**src/rtl/inst_fetch_pkg.sv**
```systemverilog
// Shared types and default widths for the instruction fetch unit.
// AddrW/InstW are shared with the instruction ROM and the top level.
package inst_fetch_pkg;

  localparam int unsigned AddrW  = 10;
  localparam int unsigned InstW  = 9;
  localparam int unsigned CountW = 16;

  // Default instruction encoding that terminates a run.
  localparam logic [InstW-1:0] HaltWordDefault = '1;

  typedef enum logic [1:0] {
    StIdle,
    StRun,
    StHalted
  } fetch_state_t;

endpackage

```
**src/rtl/inst_fetch.sv**
```systemverilog
// Instruction fetch unit: requesting end of a combinational instruction ROM.
// Owns the PC, registers the returned word into a one-stage fetch register and
// handles stall, branch/jump redirect with squash, halt detection and
// Start/Done sequencing.
//
// Ports:
//   clk_i            clock, all state updates on rising edge
//   rst_ni           synchronous active-low reset
//   start_i          begin a run at start_addr_i (IDLE/HALTED only)
//   start_addr_i     first fetch address
//   stall_i          hold PC and fetch register
//   branch_taken_i   relative redirect to inst_pc_o + branch_offset_i
//   branch_offset_i  two's-complement branch offset
//   jump_taken_i     absolute redirect to jump_target_i (wins over branch)
//   jump_target_i    absolute target address
//   inst_i           ROM word for inst_addr_o, same cycle
//   inst_addr_o      PC register
//   instruction_o    fetch register contents
//   inst_pc_o        address instruction_o was fetched from
//   inst_valid_o     instruction_o is live
//   running_o        in RUN
//   done_o           in HALTED
//   cycle_count_o    RUN cycles this run, saturating
module inst_fetch
  import inst_fetch_pkg::*;
#(
  parameter int unsigned   A        = AddrW,
  parameter int unsigned   W        = InstW,
  parameter int unsigned   CW       = CountW,
  parameter logic [W-1:0]  HaltWord = {W{1'b1}}
) (
  input  logic          clk_i,
  input  logic          rst_ni,
  input  logic          start_i,
  input  logic [A-1:0]  start_addr_i,
  input  logic          stall_i,
  input  logic          branch_taken_i,
  input  logic [A-1:0]  branch_offset_i,
  input  logic          jump_taken_i,
  input  logic [A-1:0]  jump_target_i,
  input  logic [W-1:0]  inst_i,
  output logic [A-1:0]  inst_addr_o,
  output logic [W-1:0]  instruction_o,
  output logic [A-1:0]  inst_pc_o,
  output logic          inst_valid_o,
  output logic          running_o,
  output logic          done_o,
  output logic [CW-1:0] cycle_count_o
);

  fetch_state_t  state_q, state_d;
  logic [A-1:0]  pc_q, pc_d;
  logic [W-1:0]  instr_q, instr_d;
  logic [A-1:0]  inst_pc_q, inst_pc_d;
  logic          valid_q, valid_d;
  logic [CW-1:0] count_q, count_d;

  logic          redirect;
  logic          halt_live;
  logic [A-1:0]  target;

  // Redirects come from the decoder acting on the live word, so they mean
  // nothing while the fetch register is empty or squashed.
  assign redirect  = valid_q & (jump_taken_i | branch_taken_i);
  assign halt_live = valid_q & (instr_q == HaltWord);
  // Offset has the PC's width, so a plain A-bit add is the sign-extended sum mod 2^A.
  assign target    = jump_taken_i ? jump_target_i : inst_pc_q + branch_offset_i;

  always_comb begin
    state_d   = state_q;
    pc_d      = pc_q;
    instr_d   = instr_q;
    inst_pc_d = inst_pc_q;
    valid_d   = valid_q;
    count_d   = count_q;

    unique case (state_q)
      StIdle, StHalted: begin
        if (start_i) begin
          state_d = StRun;
          pc_d    = start_addr_i;
          valid_d = 1'b0;
          count_d = '0;
        end
      end
      StRun: begin
        if (count_q != {CW{1'b1}}) begin
          count_d = count_q + 1'b1;
        end
        if (redirect) begin
          pc_d    = target;
          valid_d = 1'b0;
        end else if (halt_live) begin
          // PC was already held while the halt sat in the register.
          state_d = StHalted;
          valid_d = 1'b0;
        end else if (!stall_i) begin
          instr_d   = inst_i;
          inst_pc_d = pc_q;
          valid_d   = 1'b1;
          pc_d      = pc_q + 1'b1;
        end
      end
      default: begin
        state_d = StIdle;
      end
    endcase
  end

  always_ff @(posedge clk_i) begin
    if (!rst_ni) begin
      state_q   <= StIdle;
      pc_q      <= '0;
      instr_q   <= '0;
      inst_pc_q <= '0;
      valid_q   <= 1'b0;
      count_q   <= '0;
    end else begin
      state_q   <= state_d;
      pc_q      <= pc_d;
      instr_q   <= instr_d;
      inst_pc_q <= inst_pc_d;
      valid_q   <= valid_d;
      count_q   <= count_d;
    end
  end

  assign inst_addr_o   = pc_q;
  assign instruction_o = instr_q;
  assign inst_pc_o     = inst_pc_q;
  assign inst_valid_o  = valid_q;
  assign running_o     = (state_q == StRun);
  assign done_o        = (state_q == StHalted);
  assign cycle_count_o = count_q;

endmodule

```
**config.mk**
```make
export PLATFORM = sky130hd
export DESIGN_NAME = inst_fetch
export DESIGN_NICKNAME = d
export VERILOG_FILES = /design/src/rtl/inst_fetch_pkg.sv /design/src/rtl/inst_fetch.sv
export SDC_FILE = /design/constraint.sdc
export NUM_CORES = 1
export LEC_CHECK = 0
export CORE_MARGIN = 2
export CORE_UTILIZATION = 48
export CTS_BUF_LIST = sky130_fd_sc_hd__clkbuf_8
export DETAILED_ROUTE_END_ITERATION = 7
export PLACE_DENSITY_LB_ADDON = 0.05
export SYNTH_ARGS = -nofsm -noshare
export SYNTH_HDL_FRONTEND = slang
export SYNTH_SLANG_ARGS = --single-unit
```
**constraint.sdc**
```tcl
create_clock -name clk_i -period 2.5 [get_ports clk_i]
set_clock_uncertainty 0.2 [all_clocks]
set_input_delay 0.5 -clock clk_i [delete_from_list [all_inputs] [get_ports clk_i]]
set_output_delay 0.5 -clock clk_i [all_outputs]
set_load 0.05 [all_outputs]
```
Yosys cells after proc, flatten, opt, wreduce, memory -nomap -nowiden
Cells that the tools add are included.
W data, S select, Z words.

cells by class
  bitwise operators = 6
  muxes and demuxes = 18
  add/subtract/negate cells = 3
  reduce and logical (&&, ||, !) cells = 8
  equality and inequality tests = 11

operators by type and width
  kind                     number
  $mux W10                 5
  $mux W16                 2
  $pmux W16 S2             1
  $pmux W10 S2             1
  $add A16 B1 Y16 const B  1
  $ne A16 B16 Y1 const B   1
  $add A10 B1 Y10 const B  1
  $add A10 B10 Y10         1
  $eq A9 B9 Y1 const B     1
  $reduce_and A3 Y1        3
  $reduce_and A4 Y1        2
  $mux W2                  3
  $mux W1                  4
  $ne A2 B1 Y1 const B     2
  $ne A2 B2 Y1 const B     2
  $ne A4 B2 Y1 const B     1
  $pmux W2 S2              1
  $ne A3 B2 Y1 const B     1
  $ne A3 B3 Y1 const B     1
  $not A1 Y1               3
  $and A1 B1 Y1            2
  $eq A2 B1 Y1 const B     1
  $eq A2 B2 Y1 const B     1
  $logic_not A2 Y1         1
  other kinds (4)          4

storage, ports and cells
  output and inout bits = 48
  register bits = 48
  input port bits = 45
  word-level logic and storage cells = 52

Logic depth before layout (Yosys ltp)
  word-level depth = 5
  depth in mapped cells = 9
  gate-level depth less buffers = 8

Least setup slack after synthesis
OpenSTA, ideal clock, no wires.

  path type = reg-to-reg
  start = register inst_pc_q[0] (netlist: inst_pc_o[0])
  end = register pc_q[6] (netlist: inst_addr_o[6])
  stages on the path, launching flop included = 9
  slack = 0.190 ns
  clock period less this slack = 2.310 ns
  arrival time = 2.023 ns
  data required time = 2.213 ns
  buffers on the path = 0
  setup time = 0.087 ns
  cells stage by stage = dfxtp_1 > ha_1 > fa_1 > a21oi_1 > o21ai_0 > a21oi_1 > xnor2_1 > a21oi_1 > o31ai_1

on the way
  cells in the longest elaborated chain, start to end = 4

RTL lines
  item                    RTL line           source
  start, declared         inst_fetch.sv:54   logic [A-1:0] inst_pc_q, inst_pc_d;
  start signal, assigned  inst_fetch.sv:122  inst_pc_q <= inst_pc_d;
  $add A10 B10 Y10        inst_fetch.sv:67   assign target = jump_taken_i ? jump_target_i : inst_pc_q + branch_offset_i;
  $mux W10                inst_fetch.sv:67
  $mux W10                inst_fetch.sv:90   if (redirect) begin
  $pmux W10 S2            inst_fetch.sv:77   unique case (state_q)
  end signal, assigned    inst_fetch.sv:120  pc_q <= pc_d;
  end, declared           inst_fetch.sv:52   logic [A-1:0] pc_q, pc_d;

Every way passes these cells.
A chain may end at the register's enable or synchronous reset.

Worst setup path in the final report
  start = register state_q[1]
  end = output port done_o

on the way
  cells in the longest elaborated chain, start to end = 1

RTL lines
  item                    RTL line           source
  start, declared         inst_fetch.sv:51   fetch_state_t state_q, state_d;
  start signal, assigned  inst_fetch.sv:112  state_q <= StIdle;
  start signal, assigned  inst_fetch.sv:119  state_q <= state_d;
  $eq A2 B2 Y1            inst_fetch.sv:133  assign done_o = (state_q == StHalted);
  end, declared           inst_fetch.sv:47   output logic done_o,

Every way passes these cells.

==> results.env <==
POST_SYNTH_MAIN_AREA_CONTRIBUTORS='sky130_fd_sc_hd__dfxtp_1, sky130_fd_sc_hd__nand2_1, sky130_fd_sc_hd__ha_1, sky130_fd_sc_hd__xor2_1, sky130_fd_sc_hd__mux2i_1'
PERIOD_NEEDED_PS=2390
HOLD_DEPTH=2
WORSTSKEWPAIRLATENCY_PS=310
RSZ_0062_RAISED_AFTER_GLOBAL_ROUTING='false'
GRT.OVERFLOW.TOTAL=0
SYN-NUM-NETS=394
YOSYS.AREA_SHARE.XOR_XNOR_PCT=8.07
MAXCLOCKFREQUENCY_MHz=419
DIE-HEIGHT_UM=80.7
HTREE_NUM_LEVELS=2
SYNTH_ADDER_AREA_SHARE_PCT=5.59
DIEAREA_UM2=6510
SWITCHING_POWER_mW=0.613
POWERDENSITY_nW_PER_UM2=454
NUMBER_OF_SLEW_LIMIT_VIOLATIONS_IN_THE_FINAL_REPORT=0
SYNTH_TOP_AREA_SHARE_PCT=34.0
DRC=0
POST-CTS-SETUP-BUFFER-COUNT=0
DPL-INSTANCE-AREA_UM2=4050
PLACEMENTROWS=27
POST-ROUTE-CELL-AREA_UM2=4160
PIN_COUNT_OF_THE_BIGGEST_NET_ENTERING_GLOBAL_ROUTING=19
SLEW_AT_THE_PIN_CLOSEST_TO_ITS_MAX_SLEW_LIMIT_PS=533
HOLDCRITPATHCLASS='reg2reg'
TIMING.REG2REG.WORST_PATH_DEPTH=8
COMBPWRFRAC_PCT=29.7
FINALHOLDVIOLCOUNT=0
DETAIL_ROUTE.ITER0.VIOLATIONS=147
POWER_SWITCHING_SHARE_PCT=32.5
FINAL_STANDARD_CELL_COUNT_WITH_TAPS_INCLUDED_AND_FILLERS_EXCLUDED=526
STATIC-LEAKAGE-POWER_nW=1.54
WORST_SETUP_PATH_END_KIND='output pin'
WORSTPATHMAXFANOUT=3
DR.PASS1.ITERS=4
SETUP-TNS-FINAL_PS=0
AREA_GROWTH_SYN_TO_LAYOUT_PCT=47.3
YS_FF_LATCH=48
SEQ_AREA_FRAC_SYNTH_PCT=34.0
POST_SYNTH_INST_COUNT=337
MIN_DELAY_WORST_ENDPOINT='inst_pc_o[5]$_SDFFE_PN0P_'
LAYOUT.AREA.SEQ_UM2=961
DETAILROUTE.VIA_COUNT=2913
CRIT_TYPE='reg2out'
STARTPOINT_TYPE='flip-flop'
POST-DP-HPWL_UM=6150
DRT_WL_TOTAL_UM=7980
DRT.ANTENNA.VIOLATING_NETS=0
ANTENNA_VIOLATIONS_BEFORE_REPAIR=0
GRT_UTIL_ALL_LAYERS_PCT=25.5
CTS-BUFFERS-INSERTED=5
COMPOUND_GATE_FRACTION_OF_SYNTH_AREA_PCT=19.5
P_INT_mW=1.27
CTS_HOLD_REPAIR.BUFFERS=0
SYNTHSIMPLEGATEAREAFRAC_PCT=24.2
YOSYS-TOP-CELLS-COUNT='sky130_fd_sc_hd__dfxtp_1, sky130_fd_sc_hd__nand2_1, sky130_fd_sc_hd__nor2_1, sky130_fd_sc_hd__a21oi_1'
IO_PINS=93
FLOORPLAN.DIE.WIDTH_UM=80.7
POWER.SHARE.SEQUENTIAL_PCT=44.5
WORST_SLEW_MARGIN_REL_PCT=64.4
FINAL-SETUP-VIOL-COUNT=0
INITIAL_UTILIZATION_PCT=50.3
FIRST_GLOBAL_VIAS=2783
SYNTHMUXAREASHARE_PCT=5.01
PLACE.DETAILED.INSTANCES=519
MIN_FROM='inst_pc_o[5]$_SDFFE_PN0P_'
R2R_SLACK_PS=370
RR_ENDPOINT='inst_addr_o[6]$_SDFFE_PN0P_'
TRITONCTS_CLOCK_TREE='done'
STATUS='finished, final reports clean'
POSTSYNTHAREAPERCELL_UM2=8.38
WL_PER_CELL_UM=15.2
IR_WORST_VDD_mV=0.395
CELL_CHOSEN_FOR_THE_CLOCK_ROOT='sky130_fd_sc_hd__clkbuf_8'
YS_DOMINANT_REG_CELL='sky130_fd_sc_hd__dfxtp_1'
NUM-FILL-CELLS=468
SYNTHMOSTINSTANTIATEDCELL='sky130_fd_sc_hd__dfxtp_1'
FINAL_PERIOD_UTIL_PCT=95.5
VIASPERCELL=5.54
CRITICAL_PATH.REG2REG.STARTPOINT='inst_pc_o[0]$_SDFFE_PN0P_'
PORT_BUFFERS=92
YOSYSTOPAREACELL='sky130_fd_sc_hd__dfxtp_1'
LAYOUT.NETS=511
SYNTH.YOSYS.WARNINGS=0
CLOCK_TRANSITION_TIME_AT_THE_FLIP_FLOP_CLOCK_PINS_OF_THE_WORST_SETUP_AND_HOLD_PATHS_PS=90
NUM_ANTENNA_CELLS=0
FIRST_PASS_GRT_WIRE_LENGTH_UM=13000
CLKPWRFRAC_PCT=25.8
MAX-CAP-VIOLATIONS=0
WORSTPATHARRIVAL_PS=1690
WORST_EP_REQUIRED_TIME_PS=1800
FINAL_LAYOUT_SIZE_SUFFIX_GT1_SHARE_PCT=12.3
CORE_AREA_UM2=5610
TRITONCTS_NUM_SINKS=48
SYNTH_CELL_TYPES=53
SYNTH_EDF_COUNT=0
MULTI_INPUT_COMB_AREA_UM2=1780
SYNTHARSTFLOPSHARE_PCT=0
GP_CONGESTION=0.852
CLOCK_TREE.BUFFER_DEPTH=2
SYNTH_TOP_FAMILY_BY_AREA='simple AND/OR/NAND/NOR gates'
NETLIST_AREA_UM2=2820
-- per-layer routing --
layer,routed length (um),global-route usage (%)
met3,446,5.39
met4,61,6.10
met5,0,0
met2,3830,43.3
met1,3640,33.0
-- worst max-delay path: stages, from the launching register on --
cell                              delay (ps)
sky130_fd_sc_hd__dfxtp_1                 360
sky130_fd_sc_hd__nor2b_1                 190
sky130_fd_sc_hd__clkdlybuf4s50_1         830
-- cell type report --
class	instances	share of cell area [%]
multi-input cells	269	42.7
inverters	4	0.361
well taps	72	2.17
clock inverters	1	0.211
repair buffers	126	29.4
clock buffers	6	1.99
flip-flops and latches	48	23.1
-- state kept, by name, summed over array words and instances (netlist names) --
signal and flops:
cycle_count_o 16, inst_addr_o 10, inst_pc_o 10, inst_valid_o 1, instruction_o 9, state_q 2
-- cell families (layout without fill, tap and decap cells) --
family | count (synthesis) | in the layout
DFF | 48 | 48
xor gates and xnor gates | 26 | 26
and+or+nand+nor | 136 | 136
AOI/OAI and AO/OA | 81 | 81
adders and majority gates | 12 | 12
buffers and inverters | 20 | 137
muxes | 14 | 14
-- metrics by stage --
| stage | hold WS [ps] | worst slack, ps | utilization [%] | total power [mW] |
|---|---|---|---|---|
| finish | 286 | 113 | 74.1 | 1.89 |
| global route | 309 | 8.68 | 74.1 | 1.96 |
| floorplan | 360 | 190 | - | 1.16 |
| global placement | 268 | -290 | 72.2 | 1.40 |
| CTS | 287 | 32.2 | 73.9 | 1.89 |
| detailed placement | 275 | -332 | 72.2 | 1.41 |
-- how the worst max path moves through the flow --
| stage | startpoint | endpoint | slack [ps] | cells past startpoint |
|---|---|---|---|---|
| after CTS | branch_offset_i[0] | inst_addr_o[8]$_SDFFE_PN0P_ | 30 | 9 |
| after floorplan | inst_pc_o[0]$_SDFFE_PN0P_ | inst_addr_o[6]$_SDFFE_PN0P_ | 190 | 8 |
| after detailed placement | branch_offset_i[0] | inst_addr_o[8]$_SDFFE_PN0P_ | -330 | 9 |
| after global routing | branch_offset_i[0] | inst_addr_o[6]$_SDFFE_PN0P_ | 9 | 9 |
| after global placement | branch_offset_i[0] | inst_addr_o[6]$_SDFFE_PN0P_ | -290 | 9 |
| final | state_q[1]$_SDFFE_PN0P_ | done_o | 110 | 2 |
-- cells in the final DEF, fill, tap and decap left out, drive strengths merged, types with 3 or more instances in the layout --
cell / Yosys / final
buf: 7 / 35
nand4: 10 / 10
o21ai: 16 / 16
xor2: 15 / 15
nand2b: 4 / 4
nor2b: 14 / 14
a22oi: 4 / 4
ha: 11 / 11
clkbuf: 9 / 6
and3: 5 / 5
a211oi: 7 / 7
inv: 4 / 4
mux2i: 13 / 13
a41oi: 3 / 3
nand3: 15 / 15
and2: 3 / 3
nand2: 48 / 48
dfxtp: 48 / 48
xnor2: 11 / 11
a21oi: 20 / 20
a32oi: 3 / 3
clkdlybuf4s50: 0 / 91
a21boi: 10 / 10
nor3: 3 / 3
or3: 4 / 4
o211ai: 4 / 4
nor2: 24 / 24
-- power by group through the flow --
stage | Sequential, mW | Clock [mW] | Combinational, mW
floorplan | 0.964 | 0 | 0.193
global placement | 0.854 | 0 | 0.546
detailed placement | 0.856 | 0 | 0.553
CTS | 0.839 | 0.490 | 0.558
global route | 0.845 | 0.516 | 0.598
finish | 0.839 | 0.487 | 0.561
-- what timing repair did --
action | in CTS | in global routing
setup endpoints to repair | 2 | 5
hold endpoints to repair | 0 | 0
pin swaps | 0 | 4
gates resized for setup | 1 | 3
Note: power is estimated with default switching activity, not from simulation.
==> RTL edit 1 (same settings) <==
Set the package constant `CountW` to 24 (it was 16).
--- a/src/rtl/inst_fetch_pkg.sv
+++ b/src/rtl/inst_fetch_pkg.sv
@@ -6,3 +6,3 @@
   localparam int unsigned InstW  = 9;
-  localparam int unsigned CountW = 16;
+  localparam int unsigned CountW = 24;
 
Interface: changed (resized cycle_count_o); port bits go from 93 to 101. The function was not compared with the original's and may differ.
==> RTL edit 1 against the original RTL <==
Maximum frequency is essentially flat. Worst setup slack better by 0.00095 ns. Sequential power up 16%. Cell area grew 10%. Sequential cell count grew 8. Utilization shrank 1.1 points. First-iteration DRC count is 1.4% lower. Cell count increased by 13%. Total power increased by 12%. Area after synthesis grew 9.0%. Critical path type unchanged. Wire length up 13%. Non-clock buffer count increased by 12. Largest cell class unchanged.
==> RTL edit 1: results (changes against the original RTL) <==
- Outcome: finished clean
- Seq pwr share: 45.9% (+1.4 points)
- Met1 Use GR: 29.4% (-3.6 points)
- WL met1: 3700 µm (+1.8%)
- Place WS: -0.561 ns (-0.229 ns)
- Synthesized cell area: 3080 µm² (+9.0%)
- Worst Setup SP: inst_addr_o[2]$_SDFFE_PN0P_
- P_leak: 1.73 nW (+13%)
- Pwr Density: 462 nW/µm² (+1.8%)
- PortBufs: 100 (+8.7%)
- GP Congestion: 0.890 (+4.5%)
- Metal2 WL: 4490 µm (+17%)
- R2R Path End: inst_addr_o[8]$_SDFFE_PN0P_
- DR vias/cell: 5.43 (-1.9%)
- Adder-cell share of the synthesized area: 5.12% (-0.46 points)
- Beginning of the worst hold path: instruction_o[2]$_SDFFE_PN0P_
- Dpl cell area: 4410 µm² (+8.8%)
- Slew at the pin closest to its max-slew limit: 0.529 ns (-0.00388 ns)
- WL met3: 603 µm (+35%)
- Share of cells above drive strength 1: 11.6% (-0.77 points)
- Sequential cell count: 56 (+17%)
- CP endpoint: inst_addr_o[2]
- Syn avg cell area: 7.91 µm² (-5.5%)
- Register area: 1120 µm² (+17%)
- Synth-to-layout area growth: 49.0%
- Placed instance count: 585 (+13%)
- Mux cell area share after synthesis: 0.325% (-4.7 points)
- Post-DP HPWL: 6740 µm (+9.4%)
- Count of non-CTS buffers in the layout: 138 (+9.5%)
- Initial DRC Count: 145 (-1.4%)
- Inverters excl. clock: 9 (+5)
- Non-Clock Buffer Area Fraction: 28.5% (-0.93 points)
- Max FFs per register: 24 (+8)
- Fraction of area in multi-input gates: 41.7% (-0.97 points)
- Fill cell count: 503 (+7.5%)
- Setup ws final: 0.114 ns (+0.000948 ns)
- Gr usage total: 25.8% (+0.31 points)
- Global-route wire length before repair: 15000 µm (+16%)
- Fin cells: 596 (+13%)
- Hold endpoint: instruction_o[2]$_SDFFE_PN0P_
- R2r setup slk: 0.13 ns (-0.24 ns)
- Area contributors post-synth: dfxtp_1 36%, nand2_1 7.0%, a21oi_1 6.2%, nor2_1 5.5%, xnor2_1 5.4%
- Worst vdd ir: 0.294 mV (-26%)
- Clock-cell share of area: 2.43% (+0.23 points)
- Worst hold margin: 0.283 ns (-0.00348 ns)
## RTL edit 1: cell types whose count changed in the layout (fill, tap and decap cells not counted), sizes merged, moves of 4 or more
| cell | unedited run | this run |
|---|---|---|
| a21oi | 20 | 38 |
| inv | 4 | 8 |
| nor2b | 14 | 4 |
| clkdlybuf4s50 | 91 | 95 |
| dfxtp | 48 | 56 |
| a21boi | 10 | 0 |
| xnor2 | 11 | 19 |
| buf | 35 | 40 |
| nor2 | 24 | 45 |
| mux2i | 13 | 1 |
| nand2 | 48 | 57 |
## RTL edit 1: logic make-up after synthesis
kind of cell / Yosys count
buffers and inverters: 25
and+or+nand+nor: 166
muxes: 1
xor gates and xnor gates: 34
DFF: 56
AOI/OAI and AO/OA: 95
adders and majority gates: 12
## RTL edit 1: metrics by stage
| step | utilization, % | setup TNS, ns |
|---|---|---|
| floorplan | - | 0 |
| global placement | 70.2 | -1.91 |
| detailed placement | 70.2 | -2.21 |
| CTS | 72.5 | -0.113 |
| global route | 73.1 | -0.0123 |
| finish | 73.1 | 0 |
==> RTL edit 2 (same settings) <==
Without the edit above. Take the reset off `instr_q` and load it in a clocked block of its own.
--- a/src/rtl/inst_fetch.sv
+++ b/src/rtl/inst_fetch.sv
@@ -113,3 +113,2 @@
       pc_q      <= '0;
-      instr_q   <= '0;
       inst_pc_q <= '0;
@@ -120,3 +119,2 @@
       pc_q      <= pc_d;
-      instr_q   <= instr_d;
       inst_pc_q <= inst_pc_d;
@@ -125,2 +123,6 @@
     end
+  end
+
+  always_ff @(posedge clk_i) begin
+    instr_q <= instr_d;
   end
Formal check against the unedited RTL: differs if rst_ni is asserted again (counterexample within 4 cycles, from zero or initial values and one cycle with rst_ni low); with rst_ni held inactive, the same outputs for 4 cycles.
==> RTL edit 2 against the original RTL <==
Total power up 2.4%. Sequential cell count unchanged. Worst setup slack worse by 0.078 ns. Synthesized cell count shrank 1.8%. Area after synthesis grew 5.8%. Wire length grew 4.3%. Cell area rose by 3.4%. Count of clock-buffer cells in the layout down 1. Largest power group unchanged.
==> RTL edit 2: results (changes against the original RTL) <==
- Outcome: finished clean
- Drt first pass iters: 5 (+1)
- Root buffer cell: clkbuf_8
- Place WS: -0.377 ns (-0.0445 ns)
- Ys async rst share: 0% (unchanged)
- Worst Setup SP: branch_offset_i[1]
- R2r setup slk: 0.34 ns (-0.03 ns)
- Yosys warns: 0 (unchanged)
- Max clock buf depth: 2 (unchanged)
- Via count: 2930 (+0.58%)
- Gr usage total: 24.4% (-1.2 points)
- Worst vdd ir: 0.262 mV (-34%)
- Max FFs per register: 16 (unchanged)
- Final period util: 98.6% (+3.1 points)
- Synth cell count leaders: 39 x dfxtp_1, 30 x nand2_1, 23 x nor2_1
- Mux cell area share after synthesis: 6.04% (+1.0 points)
- Area contributors post-synth: dfxtp_1 26%, edfxtp_1 9.1%, mux2i_1 6.0%, xnor2_1 5.3%, ha_1 4.6%
- Worst Hold Class: reg2reg
- Placed instance count: 516 (-0.58%)
- CTS Buf Count: 5 (unchanged)
- Post-DP HPWL: 6360 µm (+3.3%)
- N_diodes: 0 (unchanged)
- WL final: 8320 µm (+4.3%)
- Post-synthesis xor/xnor area fraction: 5.87% (-2.2 points)
- P_leak: 1.59 nW (+3.7%)
- CP arrival: 2.49 ns (+0.80 ns)
- Critical Path Sink Type: flop
- Global-route wire length before repair: 13900 µm (+7.0%)
- R2R Path End: inst_addr_o[5]$_SDFFE_PN0P_
- Worst Hold Depth: 2 (unchanged)
- Via count of the first global-routing pass: 2814 (+1.1%)
- Max-slew headroom: 63.0% (-1.4 points)
- Adder-cell share of the synthesized area: 5.28% (-0.30 points)
- Cells after Synth: 331 (-1.8%)
- Synth cell types: 65 (+23%)
- Initial DRC Count: 171 (+16%)
- Initial antenna violation count: 0 (unchanged)
- Fill cell count: 504 (+7.7%)
- Final layout net count: 505 (-1.2%)
- Post-synth EDFFs: 9 (+9)
- DR vias/cell: 5.59 (+0.97%)
- GP Congestion: 0.859 (+0.83%)
- Largest net degree at the start of global routing: 16 (-3)
- Syn Nets: 388 (-1.5%)
- Setup bufs post-CTS: 0 (unchanged)
- Worst r2r path cells: 7 (-1)
- Share of cells above drive strength 1: 14.5% (+2.1 points)
- Dpl cell area: 4170 µm² (+3.1%)
- R2R Path Start: inst_pc_o[0]$_SDFFE_PN0P_
- Complex-gate fraction of the synthesized area: 20.5% (+0.95 points)
- Sequential fraction of the synthesis area: 35.2% (+1.2 points)
- Clk slew on worst S/H paths: 0.09 ns (about the same)
- Register area: 1050 µm² (+9.4%)
- PortBufs: 92 (unchanged)
- CTS H-Tree Depth: 2 (unchanged)
- Crit path max fanout: 2 (-1)
## RTL edit 2: metrics by stage
stage               TNS, ns  power [mW]
finish                    0        1.93
global route        -0.0258        2.02
CTS                       0        1.93
detailed placement    -1.70        1.48
global placement      -1.35        1.47
floorplan                 0        1.22
## RTL edit 2: cell families after synthesis
kind of cell	count (synthesis)
and+or+nand+nor	129
AOI/OAI and AO/OA	82
DFF	48
buffers and inverters	22
xor gates and xnor gates	20
muxes	18
adders and majority gates	12
## RTL edit 2: worst max-delay path, stage by stage
cell and delay [ns]:
clkdlybuf4s50_1 0.47, ha_1 0.36, a211oi_1 0.31, o21bai_1 0.16, mux2i_1 0.15, a221o_1 0.36
a31oi_1 0.18
## RTL edit 2: area by class of cell
type | instances | share of cell area [%]
Clock buffer | 5 | 1.60
Clock inverter | 3 | 0.378
Timing Repair Buffer | 125 | 27.4
Inverter | 7 | 0.611
Multi-Input combinational cell | 261 | 43.4
Tap cell | 75 | 2.18
Sequential cell | 48 | 24.4
## RTL edit 2: worst min-delay path by stage
stage | start | to | slack [ns]
after floorplan | inst_i[0] | instruction_o[0]$_DFFE_PP_ | 0.40
after global placement | cycle_count_o[1]$_SDFFE_PN0P_ | cycle_count_o[1]$_SDFFE_PN0P_ | 0.30
after detailed placement | cycle_count_o[1]$_SDFFE_PN0P_ | cycle_count_o[1]$_SDFFE_PN0P_ | 0.32
after CTS | cycle_count_o[1]$_SDFFE_PN0P_ | cycle_count_o[1]$_SDFFE_PN0P_ | 0.33
after global routing | cycle_count_o[1]$_SDFFE_PN0P_ | cycle_count_o[1]$_SDFFE_PN0P_ | 0.37
final | cycle_count_o[1]$_SDFFE_PN0P_ | cycle_count_o[1]$_SDFFE_PN0P_ | 0.33
## RTL edit 2: repair_timing
action	in CTS	in global routing
hold endpoints to repair	0	0
pin swaps	0	3
setup endpoints to repair	2	4
hold buffers	0	0
gates resized for setup	1	7
## RTL edit 2: layer usage
layer	GRT usage [%]	vias to the layer above	share of wire, %
li1	-	1455	-
met1	35.7	1372	49
met2	38.7	98	46
met3	3.48	5	4.9
met4	4.17	0	0.57
met5	0	-	0
## RTL edit 2: where the power goes
part | switching (mW) | internal (mW)
clock network | 0.265 | 0.192
logic | 0.343 | 0.269
registers | 0.0369 | 0.826
total | 0.646 | 1.29
